`src/rtl/tl45_pkg.sv`:
```
// tl45_pkg: types and constants shared by the TL45 pipeline stages.
//   TL45_NOP            - instruction word presented as a bubble
//   fetch_state_t       - fetch bus FSM states
//   tl45_waddr_t        - 30-bit Wishbone word address
//   tl45_fetch_slot_t   - {pc, inst} pair handed from fetch to decode
package tl45_pkg;

    localparam int unsigned TL45_XLEN  = 32;
    localparam int unsigned TL45_WAW   = 30;

    localparam logic [TL45_XLEN-1:0] TL45_NOP = 32'h0000_0000;

    typedef enum logic [1:0] {
        IDLE = 2'd0,
        REQ  = 2'd1,
        WAIT = 2'd2,
        HALT = 2'd3
    } fetch_state_t;

    typedef logic [TL45_WAW-1:0] tl45_waddr_t;

    typedef struct packed {
        logic [TL45_XLEN-1:0] pc;
        logic [TL45_XLEN-1:0] inst;
    } tl45_fetch_slot_t;

endpackage

```
`src/rtl/tl45_perf_counter.sv`:
```
// tl45_perf_counter: free-running event counter, wraps at 2^WIDTH.
//   i_clk    - clock (posedge)
//   i_reset  - synchronous active-high clear
//   i_inc    - count one event on this edge
//   o_count  - current count
module tl45_perf_counter #(
    parameter int unsigned WIDTH = 32
) (
    input  logic             i_clk,
    input  logic             i_reset,
    input  logic             i_inc,
    output logic [WIDTH-1:0] o_count
);

    always_ff @(posedge i_clk) begin
        if (i_reset) begin
            o_count <= '0;
        end else if (i_inc) begin
            o_count <= o_count + WIDTH'(1);
        end
    end

endmodule

```
`src/rtl/tl45_fetch.sv`:
```
// tl45_fetch: first pipeline stage. Owns the PC, fetches instruction words over a
// pipelined Wishbone master (one outstanding request) and presents {pc, inst} to
// decode, inserting NOP bubbles when nothing is ready. A one-entry skid register
// absorbs a word that returns while decode is stalled on a real instruction.
//   i_clk, i_reset          - clock, synchronous active-high reset
//   i_pipe_stall            - decode did not consume o_buf_* this edge
//   i_pipe_flush, i_new_pc  - redirect to i_new_pc (bits [1:0] forced 0)
//   o_buf_pc, o_buf_inst    - presented instruction (0/0 = bubble)
//   o_fetch_err             - sticky bus-error flag, cleared by flush/reset
//   o_wb_cyc/stb/addr       - Wishbone master request (addr = pc[31:2])
//   i_wb_stall/ack/err/data - Wishbone slave response
// Build option: define TL45_FETCH_PERF_EN to add o_perf_fetched (acks delivered)
// and o_perf_bubbles (non-stall edges loading a bubble).
module tl45_fetch
    import tl45_pkg::*;
#(
    parameter logic [31:0] RESET_PC = 32'h0000_0000
) (
    input  logic        i_clk,
    input  logic        i_reset,
    input  logic        i_pipe_stall,
    input  logic        i_pipe_flush,
    input  logic [31:0] i_new_pc,
    output logic [31:0] o_buf_pc,
    output logic [31:0] o_buf_inst,
    output logic        o_fetch_err,
    output logic        o_wb_cyc,
    output logic        o_wb_stb,
    output logic [29:0] o_wb_addr,
    input  logic        i_wb_stall,
    input  logic        i_wb_ack,
    input  logic        i_wb_err,
    input  logic [31:0] i_wb_data
`ifdef TL45_FETCH_PERF_EN
    ,
    output logic [31:0] o_perf_fetched,
    output logic [31:0] o_perf_bubbles
`endif
);

    fetch_state_t     r_state, w_state_nxt;
    logic [31:0]      r_pc, w_pc_nxt;
    logic             r_cyc, w_cyc_nxt;
    logic             r_stb, w_stb_nxt;
    logic             r_err, w_err_nxt;
    tl45_fetch_slot_t r_out, r_skid, w_ack_slot, w_bubble;
    logic             r_out_valid, r_skid_valid;
    logic             w_ack, w_bus_err, w_to_skid;
    logic [31:0]      w_flush_pc;

    // Responses only count while a request is outstanding; stray acks are dropped.
    assign w_bus_err  = (r_state == WAIT) && i_wb_err;
    assign w_ack      = (r_state == WAIT) && i_wb_ack && !i_wb_err;
    assign w_to_skid  = w_ack && i_pipe_stall && r_out_valid;
    assign w_ack_slot = '{pc: r_pc, inst: i_wb_data};
    assign w_bubble   = '{pc: 32'h0, inst: TL45_NOP};
    assign w_flush_pc = i_new_pc & 32'hFFFF_FFFC;

    // Bus FSM next-state and request outputs
    always_comb begin
        w_state_nxt = r_state;
        w_pc_nxt    = r_pc;
        w_cyc_nxt   = r_cyc;
        w_stb_nxt   = r_stb;
        w_err_nxt   = r_err;
        case (r_state)
            IDLE: begin
                // A new request only goes out once the skid has drained.
                if (!r_skid_valid) begin
                    w_state_nxt = REQ;
                    w_cyc_nxt   = 1'b1;
                    w_stb_nxt   = 1'b1;
                end
            end
            REQ: begin
                if (!i_wb_stall) begin
                    w_state_nxt = WAIT;
                    w_stb_nxt   = 1'b0;
                end
            end
            WAIT: begin
                if (w_bus_err) begin
                    w_state_nxt = HALT;
                    w_cyc_nxt   = 1'b0;
                    w_err_nxt   = 1'b1;
                end else if (w_ack) begin
                    w_pc_nxt = r_pc + 32'd4;
                    if (w_to_skid) begin
                        w_state_nxt = IDLE;
                        w_cyc_nxt   = 1'b0;
                    end else begin
                        // Back-to-back request keeps a zero-wait slave at 1 word / 2 cycles.
                        w_state_nxt = REQ;
                        w_stb_nxt   = 1'b1;
                    end
                end
            end
            HALT: begin
                w_state_nxt = HALT;
            end
            default: begin
                w_state_nxt = IDLE;
                w_cyc_nxt   = 1'b0;
                w_stb_nxt   = 1'b0;
            end
        endcase
    end

    // Bus FSM state register; reset beats flush, flush beats everything else
    always_ff @(posedge i_clk) begin
        if (i_reset) begin
            r_state <= IDLE;
            r_pc    <= RESET_PC;
            r_cyc   <= 1'b0;
            r_stb   <= 1'b0;
            r_err   <= 1'b0;
        end else if (i_pipe_flush) begin
            r_state <= IDLE;
            r_pc    <= w_flush_pc;
            r_cyc   <= 1'b0;
            r_stb   <= 1'b0;
            r_err   <= 1'b0;
        end else begin
            r_state <= w_state_nxt;
            r_pc    <= w_pc_nxt;
            r_cyc   <= w_cyc_nxt;
            r_stb   <= w_stb_nxt;
            r_err   <= w_err_nxt;
        end
    end

    // Output and skid registers; the skid is only filled when output holds a real word
    always_ff @(posedge i_clk) begin
        if (i_reset || i_pipe_flush) begin
            r_out        <= w_bubble;
            r_out_valid  <= 1'b0;
            r_skid_valid <= 1'b0;
        end else if (!i_pipe_stall) begin
            if (w_ack) begin
                r_out       <= w_ack_slot;
                r_out_valid <= 1'b1;
            end else if (r_skid_valid) begin
                r_out        <= r_skid;
                r_out_valid  <= 1'b1;
                r_skid_valid <= 1'b0;
            end else begin
                r_out       <= w_bubble;
                r_out_valid <= 1'b0;
            end
        end else if (w_ack) begin
            if (!r_out_valid) begin
                r_out       <= w_ack_slot;
                r_out_valid <= 1'b1;
            end else begin
                r_skid       <= w_ack_slot;
                r_skid_valid <= 1'b1;
            end
        end
    end

    assign o_buf_pc    = r_out.pc;
    assign o_buf_inst  = r_out.inst;
    assign o_fetch_err = r_err;
    assign o_wb_cyc    = r_cyc;
    assign o_wb_stb    = r_stb;
    assign o_wb_addr   = tl45_waddr_t'(r_pc[31:2]);

`ifdef TL45_FETCH_PERF_EN
    logic w_perf_fetch, w_perf_bubble;

    // Flush edges discard whatever they would have loaded, so they count as neither.
    assign w_perf_fetch  = w_ack && !i_pipe_flush;
    assign w_perf_bubble = !i_pipe_stall && !i_pipe_flush && !w_ack && !r_skid_valid;

    tl45_perf_counter #(.WIDTH(32)) u_perf_fetched (
        .i_clk   (i_clk),
        .i_reset (i_reset),
        .i_inc   (w_perf_fetch),
        .o_count (o_perf_fetched)
    );

    tl45_perf_counter #(.WIDTH(32)) u_perf_bubbles (
        .i_clk   (i_clk),
        .i_reset (i_reset),
        .i_inc   (w_perf_bubble),
        .o_count (o_perf_bubbles)
    );
`endif

endmodule

```
`config.mk`:
```
export PLATFORM = sky130hd
export DESIGN_NAME = tl45_fetch
export DESIGN_NICKNAME = d
export VERILOG_FILES = /design/src/rtl/tl45_pkg.sv /design/src/rtl/tl45_perf_counter.sv /design/src/rtl/tl45_fetch.sv
export SDC_FILE = /design/constraint.sdc
export NUM_CORES = 1
export LEC_CHECK = 0
export CORE_ASPECT_RATIO = 1.4
export CORE_MARGIN = 3
export CORE_UTILIZATION = 50
export CTS_CLUSTER_DIAMETER = 100
export DETAILED_ROUTE_END_ITERATION = 10
export MAX_ROUTING_LAYER = met4
export PLACE_DENSITY = 0.88
export SLEW_MARGIN = 0
export SYNTH_ARGS = -nofsm -noshare
export SYNTH_HDL_FRONTEND = slang
export SYNTH_SLANG_ARGS = --single-unit
```
`constraint.sdc`:
```
create_clock -name i_clk -period 9.75 [get_ports i_clk]
set_clock_uncertainty 0.15 [all_clocks]
set_input_delay 1.4625 -clock i_clk [delete_from_list [all_inputs] [get_ports i_clk]]
set_output_delay 1.4625 -clock i_clk [all_outputs]
set_load 0.01 [all_outputs]
```
======== Word-level counts from Yosys, hierarchy flattened ========
Cells that the tools add are included.
storage, ports and cells
  register bits after elaboration ......... 167
  input port bits ......................... 71
  output and inout bits ................... 97
operators by class
  $add $sub $neg .......................... 1
  equality and inequality tests ........... 15
  mux-type cells .......................... 33
  bitwise operators ....................... 2
  reductions and logical operators ........ 22
operators with widths
  cell                                                                   number
  64-bit 2-to-1 mux                                                      5
  32-bit 2-to-1 mux                                                      4
  32-bit by 3-bit adder with 32-bit output, second input constant        1
  2-bit != test, second input constant                                   9
  1-bit 2-to-1 mux                                                       17
  3-bit AND reduction                                                    4
  2-bit 2-to-1 mux                                                       4
  2-bit one-hot mux with 4 select lines                                  1
  4-bit AND reduction                                                    2
  3-bit != test, second input constant                                   2
  6-bit AND reduction                                                    1
  2-bit nonzero test                                                     3
  1-bit logical AND                                                      5
  2-bit equality test, second input constant                             2
  2-bit AND reduction                                                    2
  1-bit one-hot mux with 3 select lines                                  1
  3-bit nonzero test                                                     1
  2-bit by 1-bit equality test with 1-bit output, second input constant  1
  2-bit zero test                                                        1
  2-bit by 1-bit != test with 1-bit output, second input constant        1
  1-bit inverter                                                         2
  1-bit one-hot mux with 2 select lines                                  1
  2-bit OR reduction                                                     1
  1-bit zero test                                                        1
  1-bit logical OR                                                       1

======== Longest topological paths before layout ========
Gate-level depths: netlist of run 1.
  word-level depth ........................ 9
  depth in mapped cells ................... 8

======== Worst setup path after synthesis of run 1 ========
No wires, ideal clock.
  path type ............................... input to register
  start point ............................. in i_wb_err
  end point ............................... reg r_skid[0] (netlist name), enable pin
  setup time .............................. 0.558 ns
  data arrival time ....................... 6.577 ns
  required time ........................... 9.042 ns
  slack ................................... 2.465 ns
  stages .................................. 5
  path through ............................ nand4bb_4 clkbuf_1 buf_1 clkbuf_1 nor3_1
on the way
  word-level cells in the longest chain between the ends .. 3
ends and longest elaborated chain
  item                           RTL line           text
  start: declaration             tl45_fetch.sv:32   input logic i_wb_err,
  1-bit zero test                tl45_fetch.sv:53   assign w_ack = (r_state == WAIT) && i_wb_ack && !i_wb_err;
  1-bit logical AND              tl45_fetch.sv:53
  4-bit AND reduction (no line)  -
  end signal: assignment         tl45_fetch.sv:155  r_skid <= w_ack_slot;
  end: declaration               tl45_fetch.sv:46   tl45_fetch_slot_t r_out, r_skid, w_ack_slot, w_bubble;
No other way between the ends.
A chain may end at the register's enable or synchronous reset.

======== Worst setup path in the final report of run 1 ========
  start point ............................. in i_wb_err
  end point ............................... reg r_out (netlist bit o_buf_pc[6])
on the way
  word-level cells in the longest chain between the ends .. 4
  elaborated cells on any way between the ends .. 6
  those cells by class .................... 1 x eq/ne; 2 x mux; 3 x reduce/logical
ends and longest elaborated chain
  item                                                                                     RTL line           text
  1-bit zero test *                                                                        tl45_fetch.sv:53
  1-bit logical AND *                                                                      tl45_fetch.sv:53
  2-bit by 1-bit != test with 1-bit output (no line) or 64-bit 2-to-1 mux (tied branches)  -
  2-bit AND reduction (no line) or 64-bit 2-to-1 mux (tied branches)                       -
  end signal: assignment                                                                   tl45_fetch.sv:135  r_out <= w_bubble;
  end signal: assignment                                                                   tl45_fetch.sv:140  r_out <= w_ack_slot;
  end signal: assignment                                                                   tl45_fetch.sv:143  r_out <= r_skid;
  end: declaration                                                                         tl45_fetch.sv:46
Every way passes the cells marked *; elsewhere a longest branch is shown, timed or not.

==> reports/metrics.cfg, run 1 <==
[synth]
synth_top_area_share_pct=27.7
synth_largest_area_cell=dfxtp_1
synth_ff_type=dfxtp_1
yosysWarnings=0
ys_top_cells_by_area=dfxtp_1 (28%), edfxtp_1 (26%), a21oi_1 (9.4%)
synth_seq_area_share_pct=53.7
synthArstFlopShare_pct=0
synthCells=785
syn-mean-instance-area_um2=9.12
syn-cell-area_um2=7160
ys_types=56
synth.ff_latch_count=161
synth-edff-count=62

[clock_tree]
cts.repair.resized=0
numClockSinks=161
htreeDepth=4
clk_latency_ns=0.42
cts_hold_buf=0
cts-root-buf=clkbuf_16
cts.clk_slew.worst_paths_ns=0.06
cts_tree=done
postCtsSetupRepairBufs=0
cts_inserted_buffers=17
cts_max_path_buffers=2

[layout]
area_growth_pct=31.4
layout-drive-gt1-share_pct=5.98
final_common_cell=clkdlybuf4s50_1
final_cell_mix=clkdlybuf4s50_1 (162), nand2_1 (150), a21oi_1 (135)
fin_nets=979
nFillCells=1106
seqCellArea_um2=3840
multi_input_area_um2=3020
post-route-util_pct=67.3
stdcell_count=1105
antennaDiodeCount=0

[grt]
grt_antenna_before_repair=0
grt_pass1_vias=6215
grt_pass1_wl_um=31200
grt_use_total_pct=25.1
overflow=0
grt_max_degree=98

[pwr]
leakagePower_nw=3.21
power_mw=1.53
p_per_area_nw_per_um2=163
vdd_drop_max_mv=0.124

[worst_hold_path]
hp-class=flop to flop
worstHoldStart=o_buf_inst[22]

[worst_setup_path]
startpoint=i_wb_err
start_kind=input port
rr_startpoint=r_state[0]
crit_end=o_buf_pc[6]
rr_worst_depth=7
critPathKind=input port to flop
r2r_end=o_buf_pc[6]
endpoint_kind=flop
required_ns=9.93
crit_arrival_ns=4.93
r2r_setup_slack_ns=6.24
crit_path_max_fanout=97

[timing]
drv_slew=0
rsz0062_at_grt=no
slew_headroom_pct=36.3
finalCriticalPeriod_ns=4.75
fmax_ghz=0.210
hold_slack_ns=0.299
hold_violations=0
finalSetupViolCount=0
worstMarginPinSlew_ns=0.956
finalCritPeriodShare_pct=48.7
setup_tns_ns=0

[placement]
placedCellCount=1073
place.gp.congestion=0.840
hpwl_um=12300
port_buffers=163

[route]
ant_nets=0
remaining_drc_errors=0
drt_iter0_drc=597
drt-total-wl_um=19400
vias_per_cell=5.86
num_vias=6473
routedWlPerCell_um=17.5
dr.pass1.iters=5

[floorplanning]
coreArea_um2=14000
fp-row-count=51
die_h_um=148
io_pins=168
die_w_um=107
start_util_pct=51.2
dieArea_um2=15800

[run]
max_cap_violations=0

[run_status]
status=finished, final reports clean

## power by group
part | internal (mW) | switching [mW]
Clock | 0.367 | 0.267
Sequential | 0.716 | 0.0259
Combinational | 0.0815 | 0.0743
Total | 1.16 | 0.368
## worst min-delay path by stage
stage,endpoint,slack (ns),cells past startpoint
6_report,o_buf_inst[22],0.30,2
5_1_grt,o_buf_pc[20],0.32,2
4_1_cts,o_buf_inst[11],0.30,2
3_5_place_dp,o_buf_inst[10],0.29,2
3_3_place_gp,o_buf_pc[19],0.29,2
2_1_floorplan,o_buf_inst[0],0.33,2
## critical path, stage by stage
cell,delay (ns)
clkdlybuf4s50_1,0.58
nand4bb_4,0.21
buf_4,0.73
buf_4,0.58
o21a_2,0.40
buf_4,0.51
nand2_1,0.16
a21oi_1,0.18
## final cells by class
type | count | area share (%)
inverter | 9 | 0.359
sequential | 161 | 40.9
clock inverter | 11 | 1.10
multi-input combinational | 543 | 32.1
clock buffer | 21 | 4.89
timing repair buffer | 175 | 18.2
tap | 185 | 2.46
## per-layer routing
layer	up-vias	share of wire [%]	GRT usage, %
met5	-	0	-
met4	0	3.2	10.2
met3	41	5.4	4.02
met2	259	51	41.6
met1	3030	41	30.6
li1	3143	-	-
## state kept, by name (all words and copies together) (netlist names)
signal / count
o_fetch_err: 1
o_buf_inst: 32
o_wb_cyc: 1
r_skid_valid: 1
r_pc: 30
r_skid: 62
r_out_valid: 1
o_wb_stb: 1
r_state: 2
o_buf_pc: 30
## cells by family (layout without fill, tap and decap cells)
logic type	after synthesis	after routing	synth area share [%]
xor+xnor	7	7	0.856
mux	3	3	0.437
fa+ha+maj	1	1	0.175
compound gates	256	256	22.0
other cells	1	2	0.0524
simple gates	274	274	18.3
flops	161	161	53.7
buf+inv	82	216	4.46
## cell usage after synthesis (2+ instances only)
master,number
nor4_1,12
nor2_1,31
buf_2,3
buf_1,10
and2_1,2
mux2i_1,2
nor2b_1,2
a311oi_1,9
nand4_1,10
clkbuf_1,58
inv_1,9
nor3_1,6
xor2_1,4
nor3b_1,4
o21ai_0,12
o31a_1,3
buf_4,2
nand2_1,150
nand2b_1,2
or3_1,9
a21oi_1,135
dfxtp_1,99
a31oi_1,5
nand3_1,22
o211ai_1,64
a2111oi_0,3
and4_1,4
and3_1,3
a211oi_1,7
or4_1,9
xnor2_1,3
edfxtp_1,62
o31ai_1,6
## through the flow
stage	cell area, µm²	worst slack, ns
2_1_floorplan	7160	2.46
3_3_place_gp	8850	4.77
3_5_place_dp	8850	4.71
4_1_cts	9410	5.07
5_1_grt	9410	4.80
6_report	9410	5.00
Power figures use the tool's default switching activity.
==> run 2: changes to the inputs <==
Clock period 9.75 ns to 4.5 ns, I/O delays scaled along.
==> run 2 against run 1 <==
Against the previous run:
- utilization up 0.23 points
- clock power up 120%
- sequential cell count unchanged
- routed wire length down 0.58%
- highest routed layer unchanged
==> reports/metrics.cfg, run 2 (synthesized netlist as in run 1, its figures left out) <==
[worst_setup_path]
rr_worst_depth=4
crit_end=r_pc[30]
rr_startpoint=r_pc[14]
worst-path-buf-inv=2
crit_path_max_fanout=79
r2r_setup_slack_ns=1.88
r2r_end=r_pc[30]
required_ns=4.64
cpPeakStageDelay_ns=0.65
crit_arrival_ns=3.09
path_depth=6
cp_cell_sequence=clkdlybuf4s50_1, nand4bb_4, buf_4, nor2_1, o311a_1, or3_1
start_kind=input port
startpoint=i_wb_err
endpoint_kind=flop
critPathKind=input port to flop
slowest_stage=buf_4
path_delay_family=buffers and inverters

[clock_tree]
htreeDepth=4
postCtsSetupRepairBufs=0
cts.clk_slew.worst_paths_ns=0.06
clk_latency_ns=0.41
cts.repair.resized=0
numClockSinks=161
cts_max_path_buffers=2
cts_inserted_buffers=17
cts-root-buf=clkbuf_16
cts_tree=done
cts_hold_buf=0

[placement]
place.gp.congestion=0.862
place_area_um2=8870
hpwl_um=12600
port_buffers=163

[route]
ant_nets=0
drt_iter0_drc=458
remaining_drc_errors=0
routedWlPerCell_um=17.4
vias_per_cell=5.88
dr.pass1.iters=4
drt-total-wl_um=19200
num_vias=6496

[floorplanning]
coreArea_um2=14000
io_pins=168
die_w_um=107
fp-row-count=51
start_util_pct=51.2
die_h_um=148
dieArea_um2=15800

[pwr]
leakagePower_nw=3.25
vdd_drop_max_mv=0.168
p_per_area_nw_per_um2=353

[timing]
hold_slack_ns=0.299
rsz0062_at_grt=no
finalCriticalPeriod_ns=2.95
hold_violations=0
setup_tns_ns=0
finalCritPeriodShare_pct=65.6
worstMarginPinSlew_ns=0.824
fmax_ghz=0.339
finalSetupViolCount=0
slew_headroom_pct=44.9
drv_slew=0

[layout]
largest_reg_flops=62
area_growth_pct=31.9
layout-drive-gt1-share_pct=5.98
finalInstanceArea_um2=9440
final_cell_mix=clkdlybuf4s50_1 (162), nand2_1 (150), a21oi_1 (135)
largest_register=r_skid
fin_nets=980
antennaDiodeCount=0
final_common_cell=clkdlybuf4s50_1
nFillCells=1089

[worst_hold_path]
hp-class=flop to flop

[grt]
grt_max_degree=80
grt_antenna_before_repair=0
overflow=0
grt_pass1_wl_um=30700
grt_pass1_vias=6121
grt_use_total_pct=24.8

[run]
max_cap_violations=0

[run_status]
status=finished, final reports clean

[run 2: cell count changes in the layout (fill, tap and decap cells not counted), sizes merged]
cell      before  now
clkbuf        21   20
clkinvlp       3    1
clkinv         3    8
bufinv         1    2
buf           13   14
inv           13    9
[run 2: cell type report]
| cell class | instances | area [µm²] | share of cell area [%] |
|---|---|---|---|
| multi-input cells | 543 | 3030 | 32.0 |
| flip-flops and latches | 161 | 3840 | 40.7 |
| repair buffers | 176 | 1740 | 18.4 |
| clock inverters | 11 | 114 | 1.21 |
| clock buffers | 20 | 457 | 4.84 |
| well taps | 185 | 231 | 2.45 |
| inverters | 9 | 33.8 | 0.358 |
[run 2: worst min path at each step]
| stage | to | slack, ns | startpoint | depth (start not counted) |
|---|---|---|---|---|
| after floorplan | o_buf_inst[0] | 0.33 | o_buf_inst[0] | 2 |
| after global placement | o_buf_inst[14] | 0.29 | o_buf_inst[14] | 2 |
| after detailed placement | o_buf_inst[14] | 0.29 | o_buf_inst[14] | 2 |
| after CTS | o_buf_inst[14] | 0.30 | o_buf_inst[14] | 2 |
| after global routing | o_buf_inst[4] | 0.31 | o_buf_inst[4] | 2 |
| final | o_buf_pc[21] | 0.30 | o_buf_pc[21] | 2 |
[run 2: routing by layer]
| layer | vias to the layer above | global-route usage (%) | wire, µm | share of wire, % |
|---|---|---|---|---|
| met2 | 251 | 40.9 | 9800 | 51 |
| li1 | 3141 | - | - | - |
| met5 | - | - | 0 | 0 |
| met1 | 3055 | 30.2 | 7870 | 41 |
| met3 | 49 | 3.45 | 996 | 5.2 |
| met4 | 0 | 11.3 | 582 | 3.0 |
[run 2: through the flow]
| step | setup WS (ns) | util (%) | power [mW] | std cells |
|---|---|---|---|---|
| 2_1_floorplan | 0.869 | - | 1.79 | 786 |
| 3_3_place_gp | 1.25 | 63.5 | 1.97 | 1074 |
| 3_5_place_dp | 1.22 | 63.5 | 1.98 | 1074 |
| 4_1_cts | 1.64 | 67.6 | 3.35 | 1105 |
| 5_1_grt | 1.45 | 67.6 | 3.45 | 1105 |
| 6_report | 1.55 | 67.6 | 3.33 | 1105 |
[run 2: worst reg2reg max path: stages (launching register included)]
cell and delay [ns]:
dfxtp_1 0.54, and4_1 0.29, nand3_1 0.58, o311a_1 0.57, or3_1 0.37
[run 2: where the power goes]
part,internal (mW),switching [mW],leakage [nW]
logic,0.178,0.161,1.59
clock network,0.837,0.549,0.283
registers,1.55,0.0564,1.38
total,2.57,0.766,3.25
